**src/rtl/uart_pkg.sv**
```systemverilog
// rtl/uart_pkg.sv - shared UART constants and tx-queue dispatch state encoding
// Contents:
//   DefaultDepthLog2    default queue depth exponent (16 entries)
//   FMAX_MHz, BaudRate  UART clock/baud defaults shared with the rx/tx stages
//   txState_t           dispatch FSM states S_IDLE / S_WAIT_BUSY / S_WAIT_DONE
package uart_pkg;

  localparam int DefaultDepthLog2 = 4;
  localparam int FMAX_MHz         = 50;
  localparam int BaudRate         = 115200;

  typedef enum logic [1:0] {
    S_IDLE      = 2'd0,
    S_WAIT_BUSY = 2'd1,
    S_WAIT_DONE = 2'd2
  } txState_t;

endpackage

```
**src/rtl/sync_fifo_8.sv**
```systemverilog
// rtl/sync_fifo_8.sv - byte FIFO with occupancy, full/empty flags and sticky overflow
// Ports:
//   clk, reset          system clock, synchronous active-high reset
//   wrEn, wrData        push request and byte (dropped while full)
//   rdEn                pop request (caller guarantees !empty)
//   rdData              byte at the read pointer (asynchronous read)
//   full, empty, level  registered occupancy state
//   overflow            sticky push-while-full flag
//   clrOverflow         clears overflow; a same-cycle overflow event wins
module sync_fifo_8
  import uart_pkg::*;
#(
  parameter int DEPTH_LOG2 = DefaultDepthLog2
) (
  input  logic                  clk,
  input  logic                  reset,
  input  logic                  wrEn,
  input  logic [7:0]            wrData,
  input  logic                  rdEn,
  output logic [7:0]            rdData,
  output logic                  full,
  output logic                  empty,
  output logic [DEPTH_LOG2:0]   level,
  output logic                  overflow,
  input  logic                  clrOverflow
);

  localparam int Depth = 1 << DEPTH_LOG2;
  localparam logic [DEPTH_LOG2:0] DepthLevel = (DEPTH_LOG2 + 1)'(Depth);

  logic [7:0]            mem [Depth];
  logic [DEPTH_LOG2-1:0] wrPtr;
  logic [DEPTH_LOG2-1:0] rdPtr;
  logic                  doPush;
  logic [DEPTH_LOG2:0]   levelNext;

  // Registered full gates the push, so a pop in the same cycle never makes room.
  assign doPush = wrEn && !full;
  assign rdData = mem[rdPtr];

  always_comb begin
    levelNext = level;
    if (doPush && !rdEn) begin
      levelNext = level + 1'b1;
    end else if (!doPush && rdEn) begin
      levelNext = level - 1'b1;
    end
  end

  // Storage is deliberately not reset.
  always_ff @(posedge clk) begin
    if (doPush) begin
      mem[wrPtr] <= wrData;
    end
  end

  always_ff @(posedge clk) begin
    if (reset) begin
      wrPtr    <= '0;
      rdPtr    <= '0;
      level    <= '0;
      full     <= 1'b0;
      empty    <= 1'b1;
      overflow <= 1'b0;
    end else begin
      if (doPush) begin
        wrPtr <= wrPtr + 1'b1;
      end
      if (rdEn) begin
        rdPtr <= rdPtr + 1'b1;
      end
      level <= levelNext;
      full  <= (levelNext == DepthLevel);
      empty <= (levelNext == '0);
      if (wrEn && full) begin
        overflow <= 1'b1;
      end else if (clrOverflow) begin
        overflow <= 1'b0;
      end
    end
  end

endmodule

```
**src/rtl/uart_tx_queue.sv**
```systemverilog
// rtl/uart_tx_queue.sv - byte queue plus dispatch FSM feeding the UART transmitter
// Ports:
//   clk, reset                 system clock, synchronous active-high reset
//   wr_en, wr_data             CPU-side push (ignored while full)
//   full, empty, level         queue occupancy
//   overflow, clr_overflow     sticky push-while-full flag and its clear
//   idle                       queue empty and no byte outstanding at the transmitter
//   tx_start, tx_data          one-cycle start pulse and byte to the transmitter
//   tx_ready                   transmitter ready (registered; lags start by one cycle)
module uart_tx_queue
  import uart_pkg::*;
#(
  parameter int DEPTH_LOG2 = DefaultDepthLog2
) (
  input  logic                  clk,
  input  logic                  reset,
  input  logic                  wr_en,
  input  logic [7:0]            wr_data,
  output logic                  full,
  output logic                  empty,
  output logic [DEPTH_LOG2:0]   level,
  output logic                  overflow,
  input  logic                  clr_overflow,
  output logic                  idle,
  output logic                  tx_start,
  output logic [7:0]            tx_data,
  input  logic                  tx_ready
);

  txState_t   state;
  txState_t   stateNext;
  logic [7:0] headByte;
  logic       issue;

  sync_fifo_8 #(
    .DEPTH_LOG2(DEPTH_LOG2)
  ) uFifo (
    .clk         (clk),
    .reset       (reset),
    .wrEn        (wr_en),
    .wrData      (wr_data),
    .rdEn        (issue),
    .rdData      (headByte),
    .full        (full),
    .empty       (empty),
    .level       (level),
    .overflow    (overflow),
    .clrOverflow (clr_overflow)
  );

  always_ff @(posedge clk) begin
    if (reset) begin
      state <= S_IDLE;
    end else begin
      state <= stateNext;
    end
  end

  // WAIT_BUSY waits for ready to fall before WAIT_DONE waits for it to rise,
  // because the transmitter's ready is still high in the cycle after start.
  always_comb begin
    stateNext = state;
    case (state)
      S_IDLE:      if (issue)     stateNext = S_WAIT_BUSY;
      S_WAIT_BUSY: if (!tx_ready) stateNext = S_WAIT_DONE;
      S_WAIT_DONE: if (tx_ready)  stateNext = S_IDLE;
      default:                    stateNext = S_IDLE;
    endcase
  end

  always_comb begin
    issue = (state == S_IDLE) && !empty && tx_ready;
  end

  always_ff @(posedge clk) begin
    if (reset) begin
      tx_start <= 1'b0;
      tx_data  <= 8'h00;
    end else begin
      tx_start <= issue;
      if (issue) begin
        tx_data <= headByte;
      end
    end
  end

  assign idle = empty && (state == S_IDLE);

endmodule
```
**config.mk**
```make
export PLATFORM = sky130hd
export DESIGN_NAME = uart_tx_queue
export DESIGN_NICKNAME = d
export VERILOG_FILES = /design/src/rtl/uart_pkg.sv /design/src/rtl/sync_fifo_8.sv /design/src/rtl/uart_tx_queue.sv
export SDC_FILE = /design/constraint.sdc
export NUM_CORES = 1
export LEC_CHECK = 0
export BUFFER_PORTS_ARGS = -buffer_cell sky130_fd_sc_hd__buf_2
export CELL_PAD_IN_SITES_DETAIL_PLACEMENT = 0
export CELL_PAD_IN_SITES_GLOBAL_PLACEMENT = 1
export CORE_MARGIN = 3
export CORE_UTILIZATION = 38
export DETAILED_ROUTE_END_ITERATION = 8
export PLACE_DENSITY = 0.64
export SETUP_SLACK_MARGIN = 0.1
export SYNTH_ARGS = -nofsm -noshare
export SYNTH_HDL_FRONTEND = slang
export SYNTH_HIERARCHICAL = 1
export SYNTH_SLANG_ARGS = --single-unit
export TNS_END_PERCENT = 20
```
**constraint.sdc**
```tcl
create_clock -name clk -period 2.5 [get_ports clk]
set_input_delay 0.5 -clock clk [delete_from_list [all_inputs] [get_ports clk]]
set_output_delay 0.5 -clock clk [all_outputs]
set_load 0.01 [all_outputs]
```
# After elaboration in Yosys (flattened, before gate mapping)
# Memories as Yosys holds them, arrays and structs flattened. A register that Yosys moved wholly into a read port is not among the register bits.
# Cells that the tools add are included.
word_totals:
  register_bits: 19
  ram_bits: 128
  input_bits: 13
  out_inout_bits: 18
  word_cells: 44
  mem_count: 1
mem_list:
  columns: ["memory", "words", "width", "rd", "rd_ports_with_merged_regs", "write_ports", "line_no", "rtl"]
  rows:
  - ["uFifo.mem", 16, 8, 1, 1, 1, "sync_fifo_8.sv:31", "logic [7:0] mem [Depth];"]
classes:
  addsub: 4
  n_eq_ne: 6
  mux: 10
  reduce_logical: 15
op_table:
  columns: ["operator", "n"]
  rows:
  - ["two-way mux 5 bit", 2]
  - ["adder 4 x 1 -> 4 bit, second input constant", 2]
  - ["logical AND 1 bit", 7]
  - ["two-way mux 2 bit", 3]
  - ["case mux 2 bit (3 select lines)", 1]
  - ["adder 5 x 1 -> 5 bit, second input constant", 1]
  - ["equality test 5 bit, second input constant", 1]
  - ["logical NOT 5 bit", 1]
  - ["subtractor 5 x 1 -> 5 bit, second input constant", 1]
  - ["logical NOT 1 bit", 4]
  - ["two-way mux 1 bit", 4]
  - ["!= test 2 bit, second input constant", 2]
  - ["AND reduction 3 bit", 1]
  - ["equality test 2 x 1 -> 1 bit, second input constant", 1]
  - ["equality test 2 bit, second input constant", 1]
  - ["logical NOT 2 bit", 1]
  - ["!= test 2 x 1 -> 1 bit, second input constant", 1]
  - ["nonzero test 2 bit", 1]

# Longest topological paths before layout
depth:
  word_depth: 7
  mapped_depth: 7
  ltp_nobuf: 7

# By module
# Netlist, hierarchy kept.
modules_own_cells:
  columns: ["module", "n_inst", "cells_per_inst", "area_each_um2", "seq_area_each_um2"]
  rows:
  - ["sync_fifo_8", 1, 295, 5934.4, 4244.1]
  - ["uart_tx_queue", 1, 45, 488.0, 220.2]

# Worst setup path before layout
# Ideal clock, no wire load.
synth_path:
  path_type: "input -> register"
  start: "input port tx_ready"
  end: "register uFifo.full"
  setup_ns: 0.073
  t_arrival_ns: 1.801
  required_time_ns: 2.427
  path_slack_ns: 0.626
  cell_stages: 7
  path_buffers: 1
  path_cell_list: "nor4b_4 > buf_6 > nor2b_1 > a32oi_1 > xnor2_1 > nor4b_1 > nor3b_2"
synth_between:
  elab_chain_cells: 5
  elab_cells_between_ends: 7
  classes_between: "eq/ne (1); mux (2); reduce/logical (4)"
synth_rtl:
  columns: ["element", "line_no", "rtl"]
  rows:
  - ["from (decl)", "uart_tx_queue.sv:27", "input logic tx_ready"]
  - ["logical AND 1 bit (*)", "uart_tx_queue.sv:72", "issue = (state == S_IDLE) && !empty && tx_ready;"]
  - ["net issue", "uart_tx_queue.sv:33", "logic issue;"]
  - ["logical AND 1 bit / logical NOT 1 bit (equally long branches)", "sync_fifo_8.sv:45, sync_fifo_8.sv:43", null]
  - ["two-way mux 5 bit / logical AND 1 bit (equally long branches)", "sync_fifo_8.sv:45, sync_fifo_8.sv:43", null]
  - ["two-way mux 5 bit (*)", "sync_fifo_8.sv:43", "if (doPush && !rdEn) begin"]
  - ["equality test 5 bit (*)", "sync_fifo_8.sv:73", "full <= (levelNext == DepthLevel);"]
  - ["to (signal assigned)", "sync_fifo_8.sv:73", null]
  - ["to (decl)", "sync_fifo_8.sv:21", "output logic full,"]
# The timed path passes the listed nets; every way through them passes the cells marked *.
# A chain may end at the register's enable or synchronous reset.

==> results.yml <==
status:
  status: "completed"
setup_path:
  start_kind: "flop"
  regToRegSetupSlack_ps: 340
  worstPathArrival_ps: 2460
  path_max_fanout: 9
  crit_type: "flop to flop"
  reg2reg_to: "tx_data[3]"
  end_kind: "flop"
  crit_required_ps: 2800
  r2r_cells: 5
min_path:
  holdPathEnd: "state[1]"
  worstHoldStart: "tx_ready"
  whs_path_depth: 2
  holdCritPathClass: "input pin to flop"
clock_tree:
  cts_tree: "yes"
  cts_sinks: 159
  clock_latency_ps: 420
  root_buffer: "clkbuf_16"
  cts.clk_slew.worst_paths_ps: 60
  htree_num_levels: 4
  post_cts_buffers: 0
  cts_buffer_depth: 2
  cts_resized: 0
  cts_made_buffers: 17
  hold_buffers: 0
detailed_routing:
  vias_per_cell: 5.12
  wl_per_cell_um: 21.2
  ant_nets: 0
  remaining_drc_errors: 0
  vias: 3125
  dr.pass1.iters: 4
  first_iter_violations: 232
  routed_wl_um: 12900
sta:
  finalClockSkew_ps: 6.80
  setup_viol: 0
  final_hold_viol_count: 0
  max_freq_mhz: 463
  tightest_slew_ps: 627
  finalCriticalPeriod_ps: 2160
  timing.final.crit_share_pct: 86.4
  final-max-slew-violation-count: 0
  rsz0062_at_grt: "false"
  setup_ws_ps: 340
  slew_headroom_pct: 58.2
  tns_ps: 0
synth:
  avgSynthCellArea_um2: 18.9
  synth_top_area_share_pct: 59.8
  post-synth-top-area-cell: "edfxtp_1"
  ys_seq_area_share_pct: 69.5
  synth_enable_flop_cells: 128
  synthCells: 340
  synth.area.top_cells: "edfxtp_1 60%, mux4_1 9.8%, dfxtp_1 9.7%"
  syn_nets: 360
  synth_ff_type: "edfxtp_1"
  async_reset_ff_share_pct: 0
  syn-cell-area_mm2: 0.00642
  ys_ff_latch: 159
  yosysWarnings: 6
  yosysUniqueCellTypes: 37
placed_design:
  dp_slack_ps: 332
  port_buffers: 30
  place_hpwl_um: 8740
  gp_congestion: 0.740
floorplan:
  io_pins: 31
  die_area_mm2: 0.0185
  core_mm2: 0.0162
  start_util_pct: 39.6
  core.rowCount: 46
  die_x_um: 136
  die_y_um: 136
layout:
  drive_gt1_share_pct: 22.8
  area_growth_pct: 15.1
  diodes: 0
  fin_util_pct: 45.6
  n_fill_cell: 1419
  layout.nets: 401
pwr:
  vdd.ir_drop.worst_v: 0.000513
  p_leak_nw: 2.48
  power_density_mw_per_mm2: 856
global_route:
  grt_pass1_wl_um: 20100
  grt_pass1_vias: 3197
  grt_use_total_pct: 15.1
  antenna_found_initial: 0
  grt_max_degree: 37
  gr-total-overflow: 0
job:
  max_cap_violations: 0
## power by group
part           switching [W]  total, W  leakage, nW  internal [W]
clock                0.00110   0.00250        0.282       0.00141
combinational       0.000386  0.000781        0.793      0.000395
sequential         0.0000914   0.00304         1.41       0.00295
total                0.00157   0.00633         2.48       0.00475
## placed cells by master (no fill, tap or decap), types with 2 or more instances in the layout
cell,instances
edfxtp_1,128
buf_2,30
dfxtp_1,30
mux4_1,24
nand2b_1,18
clkbuf_16,17
mux4_2,16
and2_1,16
nor2_1,16
nand2_1,10
mux2i_1,9
xnor2_1,8
buf_4,7
ha_1,7
a21oi_1,5
nor2b_1,4
inv_8,4
inv_6,4
inv_1,4
xor2_1,4
and2b_1,2
nor4b_1,2
nor3_1,2
clkinv_2,2
clkinvlp_4,2
clkinv_4,2
nor3b_1,2
and3_1,2
nand4_1,2
o31ai_1,2
buf_12,2
## cells in the mapped netlist (all sizes together), types with 2 or more instances
library cell  count
nand2            10
mux2i             9
nor3              2
a21oi             5
clkbuf            4
mux4             40
and2b             2
and3              2
ha                7
nor2             16
and2             16
nor2b             4
nor3b             3
nor4b             3
xor2              4
o31ai             2
dfxtp            31
xnor2             8
inv               4
buf              13
nand4             2
nand2b           18
edfxtp          128
## kinds of logic (layout without fill, tap and decap cells)
family	after synthesis	in the layout	share of synthesized area (%)
AND/OR/NAND/NOR	80	80	7.33
multiplexers	49	49	16.8
flip-flops	159	159	69.5
buffers and inverters	21	75	2.12
XOR/XNOR	12	12	1.64
adder cells (fa/ha/maj)	7	7	1.36
AO/OA/AOI/OAI	12	12	1.21
## how the worst max path moves through the flow
stage              from              end  slack, ps  cells after the start
2_1_floorplan  tx_ready       uFifo/full        630                      7
3_3_place_gp       flop       tx_data[3]        320                      5
3_5_place_dp      wr_en  uFifo/mem[7][5]        330                      5
4_1_cts            flop       tx_data[1]        310                      5
5_1_grt            flop       tx_data[3]        260                      5
6_report           flop       tx_data[3]        340                      5
## routing by layer
| metal | routed length, um | global-route usage [%] | up-vias |
|---|---|---|---|
| li1 | - | - | 1427 |
| met1 | 6320 | 21.9 | 1621 |
| met2 | 5960 | 22.5 | 64 |
| met3 | 487 | 3.70 | 13 |
| met4 | 155 | 5.04 | 0 |
| met5 | 0 | 0 | - |
## flip-flops by register name, indices dropped and copies added, names as in the netlist, named ones only
name / cells
uFifo/mem: 128
tx_data: 8
uFifo/level: 5
uFifo/rdPtr: 4
uFifo/wrPtr: 4
state: 2
tx_start: 1
uFifo/empty: 1
uFifo/full: 1
uFifo/overflow: 1
## critical path: stages, from the launching register on
cell	delay (ps)
dfxtp_2	510
buf_4	280
mux4_1	640
mux4_2	470
nand2b_1	80
mux2i_1	60
## area by class of cell
cell class / count / area [um^2] / area share (%)
clock buffer: 17 / 425 / 5.75
clock inverter: 15 / 153 / 2.06
inverter: 4 / 15.0 / 0.203
multi-input combinational: 160 / 1820 / 24.6
sequential: 159 / 4470 / 60.4
tap: 216 / 270 / 3.66
timing repair buffer: 39 / 243 / 3.28
## metrics by stage
| stage | instance area (um^2) | hold WS (ps) | total power [W] | instances |
|---|---|---|---|---|
| final | 7390 | 278 | 0.00633 | 610 |
| after global routing | 7390 | 280 | 0.00658 | 610 |
| after CTS | 7390 | 262 | 0.00640 | 610 |
| after detailed placement | 6820 | 461 | 0.00389 | 578 |
| after global placement | 6820 | 457 | 0.00388 | 578 |
| after floorplan | 6420 | 482 | 0.00365 | 340 |
No activity file was read; power rests on OpenSTA's default activity.
